### src/rtl/jtag_master_pkg.sv
// Shared types and constants for the on-chip JTAG initiator.
package jtag_master_pkg;

    localparam int MAX_BITS = 32;
    localparam int LEN_W    = 6;

    localparam logic [LEN_W-1:0] MAX_LEN = 6'd32;

    typedef enum logic [1:0] {
        ST_IDLE = 2'd0,
        ST_LOW  = 2'd1,
        ST_HIGH = 2'd2,
        ST_RESP = 2'd3
    } state_e;

    // Lengths above the vector width shift the whole vector and no more.
    function automatic logic [LEN_W-1:0] clamp_len(input logic [LEN_W-1:0] len);
        if (len > MAX_LEN) begin
            clamp_len = MAX_LEN;
        end else begin
            clamp_len = len;
        end
    endfunction

endpackage

### src/rtl/jtag_master_if.sv
// Command/response handshake bundle between the control logic and the JTAG initiator.
interface jtag_master_if;
    import jtag_master_pkg::*;

    logic                 cmd_valid;
    logic                 cmd_ready;
    logic [LEN_W-1:0]     cmd_len;
    logic [MAX_BITS-1:0]  cmd_tms;
    logic [MAX_BITS-1:0]  cmd_tdi;
    logic                 resp_valid;
    logic                 resp_ready;
    logic [MAX_BITS-1:0]  resp_tdo;

    // Control side: issues commands and consumes responses.
    modport master (
        output cmd_valid, cmd_len, cmd_tms, cmd_tdi, resp_ready,
        input  cmd_ready, resp_valid, resp_tdo
    );

    // Initiator side: accepts commands and produces responses.
    modport slave (
        input  cmd_valid, cmd_len, cmd_tms, cmd_tdi, resp_ready,
        output cmd_ready, resp_valid, resp_tdo
    );

endinterface

### src/rtl/jtag_tck_gen.sv
// Half-period timer: strobes o_phase_done every HALF enabled cycles after a restart.
module jtag_tck_gen #(
    parameter int HALF = 4
) (
    input  logic i_clk,
    input  logic i_rst,
    input  logic i_enable,
    input  logic i_restart,
    output logic o_phase_done
);

    localparam int              CNT_W  = $clog2(HALF + 1);
    localparam logic [CNT_W-1:0] RELOAD = CNT_W'(HALF - 1);
    localparam logic [CNT_W-1:0] ZERO   = {CNT_W{1'b0}};
    localparam logic [CNT_W-1:0] ONE    = CNT_W'(1);

    logic [CNT_W-1:0] r_cnt;

    // The strobe lands on the edge that completes HALF cycles of the current phase.
    assign o_phase_done = i_enable && !i_restart && (r_cnt == ZERO);

    // Down-counter reloaded on restart and at the end of every phase (each tck toggle).
    always_ff @(posedge i_clk) begin
        if (i_rst) begin
            r_cnt <= ZERO;
        end else if (i_restart) begin
            r_cnt <= RELOAD;
        end else if (i_enable) begin
            if (r_cnt == ZERO) begin
                r_cnt <= RELOAD;
            end else begin
                r_cnt <= r_cnt - ONE;
            end
        end else begin
            r_cnt <= r_cnt;
        end
    end

endmodule

### src/rtl/jtag_master.sv
// On-chip JTAG initiator: shifts up to 32 TMS/TDI bits and returns captured TDO.
module jtag_master
    import jtag_master_pkg::*;
#(
    parameter int HALF = 4
) (
    input  logic          wb_clk_i,
    input  logic          wb_rst_i,
    jtag_master_if.slave  bus,
    output logic          busy,
    output logic          tck,
    output logic          tms,
    output logic          tdi,
    input  logic          tdo
);

    state_e               r_state;
    logic                 r_cmd_ready;
    logic                 r_resp_valid;
    logic                 r_busy;
    logic                 r_tck;
    logic                 r_tms;
    logic                 r_tdi;
    logic [MAX_BITS-1:0]  r_cap;
    logic [MAX_BITS-1:0]  r_tms_sh;
    logic [MAX_BITS-1:0]  r_tdi_sh;
    logic [4:0]           r_idx;
    logic [LEN_W-1:0]     r_len;

    logic                 w_accept;
    logic                 w_phase_done;
    logic                 w_enable;
    logic                 w_last;
    logic [LEN_W-1:0]     w_len;

    assign w_accept = (r_state == ST_IDLE) && bus.cmd_valid;
    assign w_enable = (r_state == ST_LOW) || (r_state == ST_HIGH);
    assign w_len    = clamp_len(bus.cmd_len);
    assign w_last   = ({1'b0, r_idx} == (r_len - 6'd1));

    jtag_tck_gen #(
        .HALF (HALF)
    ) u_tck_gen (
        .i_clk        (wb_clk_i),
        .i_rst        (wb_rst_i),
        .i_enable     (w_enable),
        .i_restart    (w_accept),
        .o_phase_done (w_phase_done)
    );

    assign bus.cmd_ready  = r_cmd_ready;
    assign bus.resp_valid = r_resp_valid;
    assign bus.resp_tdo   = r_cap;
    assign busy           = r_busy;
    assign tck            = r_tck;
    assign tms            = r_tms;
    assign tdi            = r_tdi;

    // Shift FSM: TMS/TDI move only on the accept edge or a falling tck edge,
    // TDO is captured on each rising tck edge; handshake flags track the state.
    always_ff @(posedge wb_clk_i) begin
        if (wb_rst_i) begin
            r_state      <= ST_IDLE;
            r_cmd_ready  <= 1'b1;
            r_resp_valid <= 1'b0;
            r_busy       <= 1'b0;
            r_tck        <= 1'b0;
            r_tms        <= 1'b1;
            r_tdi        <= 1'b0;
            r_cap        <= 32'h0000_0000;
            r_tms_sh     <= 32'h0000_0000;
            r_tdi_sh     <= 32'h0000_0000;
            r_idx        <= 5'd0;
            r_len        <= 6'd0;
        end else begin
            case (r_state)
                ST_IDLE: begin
                    if (bus.cmd_valid) begin
                        r_tms_sh    <= bus.cmd_tms;
                        r_tdi_sh    <= bus.cmd_tdi;
                        r_len       <= w_len;
                        r_cap       <= 32'h0000_0000;
                        r_idx       <= 5'd0;
                        r_tms       <= bus.cmd_tms[0];
                        r_tdi       <= bus.cmd_tdi[0];
                        r_tck       <= 1'b0;
                        r_cmd_ready <= 1'b0;
                        r_busy      <= 1'b1;
                        if (w_len == 6'd0) begin
                            r_state      <= ST_RESP;
                            r_resp_valid <= 1'b1;
                        end else begin
                            r_state <= ST_LOW;
                        end
                    end
                end
                ST_LOW: begin
                    if (w_phase_done) begin
                        r_tck        <= 1'b1;
                        r_cap[r_idx] <= tdo;
                        r_state      <= ST_HIGH;
                    end
                end
                ST_HIGH: begin
                    if (w_phase_done) begin
                        r_tck <= 1'b0;
                        if (w_last) begin
                            r_state      <= ST_RESP;
                            r_resp_valid <= 1'b1;
                        end else begin
                            r_idx    <= r_idx + 5'd1;
                            r_tms    <= r_tms_sh[1];
                            r_tdi    <= r_tdi_sh[1];
                            r_tms_sh <= {1'b0, r_tms_sh[MAX_BITS-1:1]};
                            r_tdi_sh <= {1'b0, r_tdi_sh[MAX_BITS-1:1]};
                            r_state  <= ST_LOW;
                        end
                    end
                end
                ST_RESP: begin
                    if (bus.resp_ready) begin
                        r_state      <= ST_IDLE;
                        r_resp_valid <= 1'b0;
                        r_cmd_ready  <= 1'b1;
                        r_busy       <= 1'b0;
                    end
                end
                default: begin
                    r_state      <= ST_IDLE;
                    r_cmd_ready  <= 1'b1;
                    r_resp_valid <= 1'b0;
                    r_busy       <= 1'b0;
                    r_tck        <= 1'b0;
                end
            endcase
        end
    end

endmodule

### src/flat_wrapper.sv
// flat-port wrapper written by rule: the top's interface ports become plain ports
module jtag_master_flat import jtag_master_pkg::*;
#(
    parameter int HALF = 4
)
  (wb_clk_i, wb_rst_i, busy, tck, tms, tdi, tdo, bus_cmd_valid, bus_cmd_len, bus_cmd_tms, bus_cmd_tdi, bus_resp_ready, bus_cmd_ready, bus_resp_valid, bus_resp_tdo);
  jtag_master_if bus_i ();
  input  logic wb_clk_i;
  input  logic wb_rst_i;
  output logic busy;
  output logic tck;
  output logic tms;
  output logic tdi;
  input  logic tdo;
  input wire logic [$bits(bus_i.cmd_valid)-1:0] bus_cmd_valid;
  input wire logic [$bits(bus_i.cmd_len)-1:0] bus_cmd_len;
  input wire logic [$bits(bus_i.cmd_tms)-1:0] bus_cmd_tms;
  input wire logic [$bits(bus_i.cmd_tdi)-1:0] bus_cmd_tdi;
  input wire logic [$bits(bus_i.resp_ready)-1:0] bus_resp_ready;
  output wire logic [$bits(bus_i.cmd_ready)-1:0] bus_cmd_ready;
  output wire logic [$bits(bus_i.resp_valid)-1:0] bus_resp_valid;
  output wire logic [$bits(bus_i.resp_tdo)-1:0] bus_resp_tdo;
  assign bus_i.cmd_valid = bus_cmd_valid;
  assign bus_i.cmd_len = bus_cmd_len;
  assign bus_i.cmd_tms = bus_cmd_tms;
  assign bus_i.cmd_tdi = bus_cmd_tdi;
  assign bus_i.resp_ready = bus_resp_ready;
  assign bus_cmd_ready = bus_i.cmd_ready;
  assign bus_resp_valid = bus_i.resp_valid;
  assign bus_resp_tdo = bus_i.resp_tdo;
  jtag_master #(.HALF(HALF)) u_core (.wb_clk_i(wb_clk_i), .wb_rst_i(wb_rst_i), .bus(bus_i), .busy(busy), .tck(tck), .tms(tms), .tdi(tdi), .tdo(tdo));
endmodule
### config.mk
export PLATFORM = sky130hd
export DESIGN_NAME = jtag_master_flat
export DESIGN_NICKNAME = d
export VERILOG_FILES = /design/src/rtl/jtag_master_pkg.sv /design/src/rtl/jtag_master_if.sv /design/src/rtl/jtag_tck_gen.sv /design/src/rtl/jtag_master.sv /design/src/flat_wrapper.sv
export SDC_FILE = /design/constraint.sdc
export NUM_CORES = 1
export LEC_CHECK = 0
export ABC_CLOCK_PERIOD_IN_PS = 5050
export CORE_ASPECT_RATIO = 0.8
export CORE_MARGIN = 4
export CORE_UTILIZATION = 59
export DETAILED_ROUTE_END_ITERATION = 8
export GPL_TIMING_DRIVEN = 0
export PLACE_DENSITY_LB_ADDON = 0.08
export SLEW_MARGIN = 5
export SYNTH_ARGS = -nofsm -noshare
export SYNTH_HDL_FRONTEND = slang
export SYNTH_HIERARCHICAL = 1
export SYNTH_SLANG_ARGS = --single-unit
### constraint.sdc
create_clock -name wb_clk_i -period 5.05 [get_ports wb_clk_i]
set_input_delay 0.7575 -clock wb_clk_i [delete_from_list [all_inputs] [get_ports wb_clk_i]]
set_output_delay 0.7575 -clock wb_clk_i [all_outputs]
set_load 0.02 [all_outputs]
Word level (Yosys, flattened, before mapping)
Cells that the tools add are included.
{"block": "op_classes", "add_sub_neg": 3, "eq_ne": 11, "reduce_logical": 23, "magnitude_cmp": 3, "mux": 51}
{"operator": "two-way mux 32 bit", "n": 8}
{"operator": "case mux 32 bit (2 select lines)", "n": 3}
{"operator": "bitwise mux 32 bit", "n": 1}
{"operator": "two-way mux 1 bit", "n": 17}
{"operator": "two-way mux 2 bit", "n": 8}
{"operator": "two-way mux 5 bit", "n": 3}
{"operator": "!= test 2 bit (second input constant)", "n": 6}
{"operator": "AND reduction 4 bit", "n": 3}
{"operator": "case mux 5 bit (2 select lines)", "n": 1}
{"operator": "case mux 1 bit (2 select lines)", "n": 4}
{"operator": "case mux 2 bit (4 select lines)", "n": 1}
{"operator": "nonzero test 2 bit", "n": 4}
{"operator": "== test 5 x 6 -> 1 bit", "n": 1}
{"operator": "> comparator 6 bit (second input constant)", "n": 1}
{"operator": "logical NOT 6 bit", "n": 1}
{"operator": "< comparator 5 x 6 -> 1 bit (second input constant)", "n": 1}
{"operator": "two-way mux 6 bit", "n": 1}
{"operator": "case mux 1 bit (3 select lines)", "n": 2}
{"operator": "AND reduction 3 bit", "n": 2}
{"operator": "AND reduction 6 bit", "n": 1}
{"operator": "nonzero test 3 bit", "n": 2}
{"operator": "subtractor 6 x 1 -> 6 bit (second input constant)", "n": 1}
{"operator": "adder 5 x 1 -> 5 bit (second input constant)", "n": 1}
{"operator": "demux 1 bit (select 5 bit)", "n": 1}
{"operator": "other kinds (13)", "n": 17}
{"block": "word_totals", "input_bits": 75, "output_inout_bits": 38, "reg_bits": 118}

Depth between registers and ports, before layout
Gate-level depths: netlist of run 1.
{"block": "logic_depth", "word_depth": 7, "mapped_depth": 15, "depth_no_buf": 11}

Modules after synthesis
Netlist of run 1, hierarchy kept.
{"module": "jtag_master", "n_inst": 1, "area_each_um2": 7159.4, "cells_each": 912}
{"module": "jtag_tck_gen", "n_inst": 1, "area_each_um2": 180.2, "cells_each": 20}

Least setup slack after synthesis of run 1
OpenSTA, ideal clock, no wires.
{"block": "synth_path", "kind": "reg2reg", "from": "reg u_core.r_state[0]", "to": "reg u_core.r_tdi_sh[0]", "period_less_slack_ps": 3331, "path_slack_ps": 1719, "required_ps": 4918, "path_stages_with_launch": 16, "path_buffers": 4, "arrival_time_ps": 3199, "path_cell_list": "dfxtp_1 -> inv_1 -> ha_1 -> clkbuf_1 -> nand2_1 -> clkbuf_1 -> inv_1 -> nor2b_1 -> nor2b_1 -> nor2b_1 -> clkbuf_1 -> nor3_2 -> clkbuf_1 -> mux2_2 -> a31oi_1 -> a31oi_1"}
{"block": "synth_between", "elab_chain_cells": 7}
{"item": "start: declaration", "line_no": "jtag_master.sv:17", "rtl": "state_e r_state;"}
{"item": "start signal: assignment", "line_no": "jtag_master.sv:63", "rtl": "r_state <= ST_IDLE;"}
{"item": "start signal: assignment", "line_no": "jtag_master.sv:90", "rtl": "r_state <= ST_RESP;"}
{"item": "start signal: assignment", "line_no": "jtag_master.sv:93", "rtl": "r_state <= ST_LOW;"}
{"item": "logical NOT 2 bit", "line_no": "jtag_master.sv:36", "rtl": "assign w_accept = (r_state == ST_IDLE) && bus.cmd_valid;"}
{"item": "logical AND 1 bit", "line_no": "jtag_master.sv:36"}
{"item": "via u_core.w_accept", "line_no": "jtag_master.sv:30", "rtl": "logic w_accept;"}
{"item": "logical NOT 1 bit", "line_no": "jtag_tck_gen.sv:20", "rtl": "assign o_phase_done = i_enable && !i_restart && (r_cnt == ZERO);"}
{"item": "logical AND 1 bit (2 in a row)", "line_no": "jtag_tck_gen.sv:20"}
{"item": "via u_core.w_phase_done", "line_no": "jtag_master.sv:31", "rtl": "logic w_phase_done;"}
{"item": "!= test 2 bit (no line)"}
{"item": "AND reduction 4 bit (no line)"}
{"item": "end signal: assignment", "line_no": "jtag_master.sv:80", "rtl": "r_tdi_sh <= bus.cmd_tdi;"}
{"item": "end signal: assignment", "line_no": "jtag_master.sv:115", "rtl": "r_tdi_sh <= {1'b0, r_tdi_sh[MAX_BITS-1:1]};"}
{"item": "end: declaration", "line_no": "jtag_master.sv:26", "rtl": "logic [MAX_BITS-1:0] r_tdi_sh;"}
The timed path passes the listed nets, and every way through them passes these cells.
A chain may end at the register's enable or synchronous reset.

Final worst setup path of run 1
{"block": "layout_path", "from": "reg u_core.r_state[1]", "to": "reg u_core.r_idx[0]"}
{"block": "layout_between", "elab_chain_cells": 7}
{"item": "logical NOT 2 bit", "line_no": "jtag_master.sv:36"}
{"item": "logical AND 1 bit", "line_no": "jtag_master.sv:36"}
{"item": "via u_core.w_accept", "line_no": "jtag_master.sv:30"}
{"item": "logical NOT 1 bit", "line_no": "jtag_tck_gen.sv:20"}
{"item": "logical AND 1 bit (2 in a row)", "line_no": "jtag_tck_gen.sv:20"}
{"item": "via u_core.w_phase_done", "line_no": "jtag_master.sv:31"}
{"item": "!= test 2 bit (no line)"}
{"item": "AND reduction 4 bit (no line)"}
{"item": "end signal: assignment", "line_no": "jtag_master.sv:111", "rtl": "r_idx <= r_idx + 5'd1;"}
{"item": "end: declaration", "line_no": "jtag_master.sv:27", "rtl": "logic [4:0] r_idx;"}
The timed path passes the listed nets, and every way through them passes these cells.

==> results of run 1 <==
## logic make-up (layout without fill, tap and decap cells)
logic type / Yosys count / in the layout / share of synthesized area (%)
mux: 64 / 64 / 9.79
compound gates: 318 / 318 / 25.9
buf+inv: 108 / 251 / 6.38
fa+ha+maj: 12 / 12 / 2.05
flops: 116 / 116 / 31.6
xor+xnor: 6 / 6 / 0.716
simple gates: 308 / 308 / 23.5
## sequential cells by signal (all words and copies together), names as in the netlist, 2 cells and up
name / cells
u_core/r_tdi_sh: 32
u_core/u_tck_gen/r_cnt: 3
u_core/r_len: 6
u_core/r_tms_sh: 31
u_core/r_state: 2
u_core/bus.resp_tdo: 32
u_core/r_idx: 5
## power by group
group	total (W)	switching (W)	internal, W
registers	0.00139	0.000239	0.00116
logic	0.00248	0.00138	0.00110
clock network	0.00124	0.000444	0.000799
## synthesized netlist by cell type, drive strengths merged (18+ instances only)
cell type	n
nand2	44
a21oi	106
or3	66
buf	18
a21boi	34
mux2	62
o21ai	36
clkbuf	78
a31oi	123
nor2b	69
dfxtp	116
nand3	67
## area by class of cell
type                    instances  area, sq um
well taps                     152          190
clock buffers                  19          453
plain buffers                  96          423
clock inverters                12          154
fillers                       967         2900
inverters                      12         45.0
repair buffers                112         1120
multi-input cells             708         4550
flip-flops and latches        116         2320
## stage by stage
step | utilization, % | hold WS, ps | total power (W)
2_1_floorplan | - | 441 | 0.00318
3_3_place_gp | 71.1 | 458 | 0.00375
3_5_place_dp | 71.1 | 467 | 0.00379
4_1_cts | 76.1 | 475 | 0.00505
5_1_grt | 76.1 | 497 | 0.00542
6_report | 76.1 | 476 | 0.00512
## worst max path at each step
stage / from / to / slack (ps) / cells after the start
finish: u_core/r_state[1]$_SDFFE_PP0P_ / u_core/r_idx[0]$_SDFFE_PP0P_ / 420 / 15
global route: u_core/r_state[0]$_SDFFE_PP0P_ / u_core/r_idx[0]$_SDFFE_PP0P_ / 150 / 15
CTS: u_core/r_state[0]$_SDFFE_PP0P_ / u_core/r_idx[0]$_SDFFE_PP0P_ / 600 / 15
detailed placement: bus_cmd_valid / u_core/r_idx[0]$_SDFFE_PP0P_ / 230 / 13
global placement: bus_cmd_valid / u_core/r_idx[0]$_SDFFE_PP0P_ / 260 / 13
floorplan: u_core/r_state[0]$_SDFFE_PP0P_ / u_core/r_tdi_sh[0]$_SDFFE_PP0P_ / 1720 / 15
## cell usage in the layout (no fill, tap or decap), types with 5 or more instances in the layout
cell type / n
inv_1: 12
nand2_1: 44
mux2_2: 62
ha_1: 12
buf_1: 5
a21boi_0: 33
nor2b_1: 69
a21oi_1: 106
a31oi_1: 123
nand3_1: 67
nand2b_1: 5
buf_4: 6
clkbuf_16: 17
o21ai_0: 36
buf_6: 5
clkdlybuf4s50_1: 112
nor2_1: 16
nor3b_1: 8
and2_1: 5
dfxtp_1: 116
or3_1: 66
clkbuf_1: 78
nor3_1: 8
## metal layers
metal / GRT usage (%) / routed length, microns / up-vias
met1: 43.5 / 9590 / 3592
met2: 45.6 / 9580 / 479
met4: 11.1 / 415 / 0
li1: - / - / 3725
met5: 0 / 0 / -
met3: 5.05 / 2180 / 38
## worst max-delay path, stage by stage (launching register included)
cell	delay [ps]
dfxtp_1	410
inv_1	90
ha_1	180
clkbuf_1	210
nand2_1	170
clkbuf_1	350
inv_1	210
nor2b_1	190
nor2b_1	460
nor2b_1	100
clkbuf_1	210
nor3_2	590
clkbuf_1	490
clkbuf_1	480
o2111ai_1	230
a31oi_1	170
==> results.txt, run 1 <==
asr flop ratio synth -> 0%
dpl cell area -> 8650 sq um
Skew-Pair Late Insertion Delay -> 420 ps
Final nets -> 1150
top cells by area, synth -> dfxtp_1 32%, a31oi_1 10%, mux2_2 9.5%
Rel. slew slack -> 39.6%
CTS clk-pin slew, worst paths -> 60 ps
Fin Setup TNS -> 0 ps
crit start category -> flop
Synth-to-Final Area Change -> 26.1%
Netlist Area Pre-Place -> 7340 sq um
HPWL after detailed placement -> 14.8 mm
number of flops mapped to enable cells by yosys -> 0
syn nets -> 1019
RR Endpoint -> u_core/r_idx[0]$_SDFFE_PP0P_
critical path class -> flop to flop
number of global-route vias before repair -> 7269
Final Max Slew Viols -> 0
unrepaired setup endpoints after global routing -> false
Worst EP arrival -> 4970 ps
clock skew -> 11.1 ps
Req. time, crit path -> 5390 ps
H-tree depth -> 4
Hold Violations, Final -> 0
flops & latches, synth -> 116
vias per std cell -> 6.38
vias -> 7834
share of cells above drive strength 1 -> 10.1%
Reg-to-Reg Start -> u_core/r_state[1]$_SDFFE_PP0P_
overall die width -> 133 microns
distinct cell type count after synthesis -> 51
# resized after CTS -> 0
Placed Cells -> 1196
die height -> 108 microns
root buf cell -> clkbuf_16
drt pass-1 iters -> 6
Antenna diodes -> 0
final worst setup slack -> 422 ps
sequential-to-total area share from yosys stat -> 31.6%
clock sink count -> 116
clock buffer depth -> 2
area share of the largest cell type after synthesis -> 31.6%
die area -> 14300 sq um
kind of end point of the critical path -> flop
wire length of the first global-routing pass -> 35.9 mm
Final ANT Viol Nets -> 0
fin cells -> 1227
min cycle time layout -> 4630 ps
peak supply drop -> 0.354 mV
Syn. warnings -> 6
period utilization -> 91.6%
drt wl/cell -> 17.7 microns
Syn Area/Cell -> 7.88 sq um
Synth Instances -> 932
outcome -> completed
Synth area leader -> dfxtp_1
Worst Hold End -> u_core/bus.resp_tdo[31]$_SDFFE_PP0P_
cell area after layout -> 9260 sq um
Post-Place Worst Slack -> 232 ps
Max-Cap Viols -> 0
R2R depth -> 15
gr ovfl total -> 0
Initial Utilization -> 60.3%
Setup Buffers After CTS -> 0
Std-Cell Rows -> 36
Synth Flop Type -> dfxtp_1
Pleak -> 3.20 nW
CP max FO -> 10
largest net degree at the start of global routing -> 17
antenna violations before repair -> 0
cts hold-fix bufs -> 0
IO Port Bufs -> 112
final wirelength -> 21.8 mm
# DRC -> 0
type of the worst min-delay path -> flop to flop
Max Fclk -> 216 MHz
endpoints failing setup -> 0
CTS Buf Count -> 17
drt initial violations -> 928
io pins -> 113
pwr dens -> 553 nW/um^2
CORE AREA -> 12200 sq um
Hold Path Depth -> 2
TritonCTS clock tree -> done
flop-to-flop setup slack -> 420 ps
Hold Crit Start -> u_core/bus.resp_tdo[31]$_SDFFE_PP0P_
All-Layer GR Usage -> 30.3%
measured slew at the worst slew-check pin -> 903 ps
Placer Congestion -> 0.896
No activity file was read; power rests on OpenSTA's default activity.
==> run 2: changes to the inputs <==
Settings changed: CTS_BUF_LIST set to sky130_fd_sc_hd__clkbuf_16, SETUP_SLACK_MARGIN set to 0.1, SLEW_MARGIN 5 to unset.
==> run 2 against run 1 <==
Total power decreased by 0.63%. Final area decreased by 0.22%. Sequential power about the same. Clock-buffer cell count decreased by 2. First-iteration DRC count unchanged. Global-route usage about the same. Register-to-register slack about the same. Clock skew decreased by 0.86 ps. Flip-flop and latch count unchanged. Die area unchanged. Non-clock buffer count unchanged. Via count increased by 0.19%. Critical path type unchanged. Largest power group unchanged.
==> results.txt, run 2 (same netlist as run 1, synthesis figures left out) <==
CTS Buf Count -> 17 (unchanged)
largest net degree at the start of global routing -> 17 (unchanged)
most frequent cells in the layout -> 123 x a31oi_1, 116 x dfxtp_1, 112 x clkdlybuf4s50_1
type of the worst min-delay path -> flop to flop
measured slew at the worst slew-check pin -> 884 ps (-19.3 ps)
cell area after layout -> 9240 sq um (-0.22%)
register area -> 2320 sq um (unchanged)
Rel. slew slack -> 40.9% (+1.3 points)
All-Layer GR Usage -> 30.3% (about the same)
share of cells above drive strength 1 -> 9.95% (-0.19 points)
Hold Violations, Final -> 0 (unchanged)
Std-Cell Rows -> 36 (unchanged)
Initial Utilization -> 60.3% (unchanged)
CP Buf/Inv Count -> 7 (unchanged)
endpoints failing setup -> 0 (unchanged)
clock sink count -> 116 (unchanged)
drt wl/cell -> 17.8 microns (+0.21%)
CORE AREA -> 12200 sq um (unchanged)
Synth-to-Final Area Change -> 25.9%
Final ANT Viol Nets -> 0 (unchanged)
H-tree depth -> 4 (unchanged)
final wirelength -> 21.8 mm (+0.21%)
Pleak -> 3.19 nW (-0.35%)
number of global-route vias before repair -> 7277 (+0.11%)
Placer Congestion -> 0.896 (unchanged)
drt initial violations -> 928 (unchanged)
CTS clk-pin slew, worst paths -> 60 ps (about the same)
Fin Setup TNS -> 0 ps (unchanged)
area of the multi-input gates -> 4550 sq um (unchanged)
Design Power -> 0.00509 W (-0.63%)
most common cell after layout, fill and taps aside -> a31oi_1
Antenna diodes -> 0 (unchanged)
CP top delay family -> buffers and inverters
vias -> 7849 (+0.19%)
HPWL after detailed placement -> 14.8 mm (unchanged)
period utilization -> 91.8% (+0.18 points)
die area -> 14300 sq um (unchanged)
cts hold-fix bufs -> 0 (unchanged)
pwr dens -> 551 nW/um^2 (-0.41%)
drt pass-1 iters -> 6 (unchanged)
Crit path largest cell delay -> 560 ps (-30 ps)
io pins -> 113 (unchanged)
root buf cell -> clkbuf_16
CP max FO -> 10 (unchanged)
Max Fclk -> 216 MHz (-0.20%)
# DRC -> 0 (unchanged)
Critical Path Slowest Stage Cell -> nor3_2
clock skew -> 10.3 ps (-0.858 ps)
die height -> 108 microns (unchanged)
dpl cell area -> 8650 sq um (unchanged)
most frequent CP cell -> clkbuf_1
wire length of the first global-routing pass -> 36.0 mm (about the same)
critical path class -> flop to flop
Worst EP arrival -> 4970 ps (about the same)
Final nets -> 1150 (unchanged)
antenna violations before repair -> 0 (unchanged)
Max-Cap Viols -> 0 (unchanged)
Setup Buffers After CTS -> 0 (unchanged)
vias per std cell -> 6.40 (+0.19%)
TritonCTS clock tree -> done
IO Port Bufs -> 112 (unchanged)
gr ovfl total -> 0 (unchanged)
crit path cell chain -> inv_1, ha_1, clkbuf_1, nand2_1, clkbuf_1, inv_1, nor2b_1, nor2b_1, nor2b_1, clkbuf_1, nor3_2, clkbuf_1, clkbuf_1, o2111ai_1, a31oi_1
min cycle time layout -> 4640 ps (+9.33 ps)
crit start category -> flop
# resized after CTS -> 0 (unchanged)
peak supply drop -> 0.353 mV (-0.26%)
Final Max Slew Viols -> 0 (unchanged)
kind of end point of the critical path -> flop
unrepaired setup endpoints after global routing -> false
clock buffer depth -> 2 (unchanged)
Req. time, crit path -> 5390 ps (about the same)
outcome -> completed
Skew-Pair Late Insertion Delay -> 420 ps (about the same)
Filler Cell Count -> 965 (-0.21%)
overall die width -> 133 microns (unchanged)
-- run 2: worst paths after layout --
path | start | to | slack [ps] | cells past startpoint
max | u_core/r_state[0]$_SDFFE_PP0P_ | u_core/r_idx[0]$_SDFFE_PP0P_ | 410 | 15
max reg2reg | u_core/r_state[0]$_SDFFE_PP0P_ | u_core/r_idx[0]$_SDFFE_PP0P_ | 410 | 15
min reg2reg | u_core/bus.resp_tdo[31]$_SDFFE_PP0P_ | u_core/bus.resp_tdo[31]$_SDFFE_PP0P_ | 480 | 2
min | u_core/bus.resp_tdo[31]$_SDFFE_PP0P_ | u_core/bus.resp_tdo[31]$_SDFFE_PP0P_ | 480 | 2
-- run 2: final cells by class --
type / count / share of cell area, %
Buffer: 96 / 4.58
Clock buffer: 17 / 4.61
Clock inverter: 14 / 1.75
Inverter: 12 / 0.488
Multi-Input combinational cell: 708 / 49.2
Sequential cell: 116 / 25.1
Tap cell: 152 / 2.06
Timing Repair Buffer: 112 / 12.1
-- run 2: through the flow --
step	cells	setup slack, ps	util, %	hold WS (ps)
after floorplan	932	1720	-	441
after global placement	1196	258	71.1	458
after detailed placement	1196	232	71.1	467
after CTS	1227	599	76.0	475
after global routing	1227	148	76.0	497
final	1227	413	76.0	476
-- run 2: per-layer routing --
metal	track usage [%]	share of wire, %	vias to the layer above
li1	-	-	3724
met4	11.4	2.5	0
met5	0	0	-
met2	45.3	43	482
met1	43.7	45	3580
met3	5.00	9.5	63
-- run 2: worst reg2reg max path: stages (launching register included) --
cell       delay [ps]
dfxtp_1           380
inv_1             100
ha_1              200
clkbuf_1          210
nand2_1           170
clkbuf_1          360
inv_1             210
nor2b_1           200
nor2b_1           460
nor2b_1           100
clkbuf_1          210
nor3_2            560
clkbuf_1          530
clkbuf_1          480
o2111ai_1         240
a31oi_1           170
-- run 2: where the power goes --
part           switching, W  internal [W]
logic               0.00138       0.00110
registers          0.000242       0.00116
clock network      0.000442      0.000769
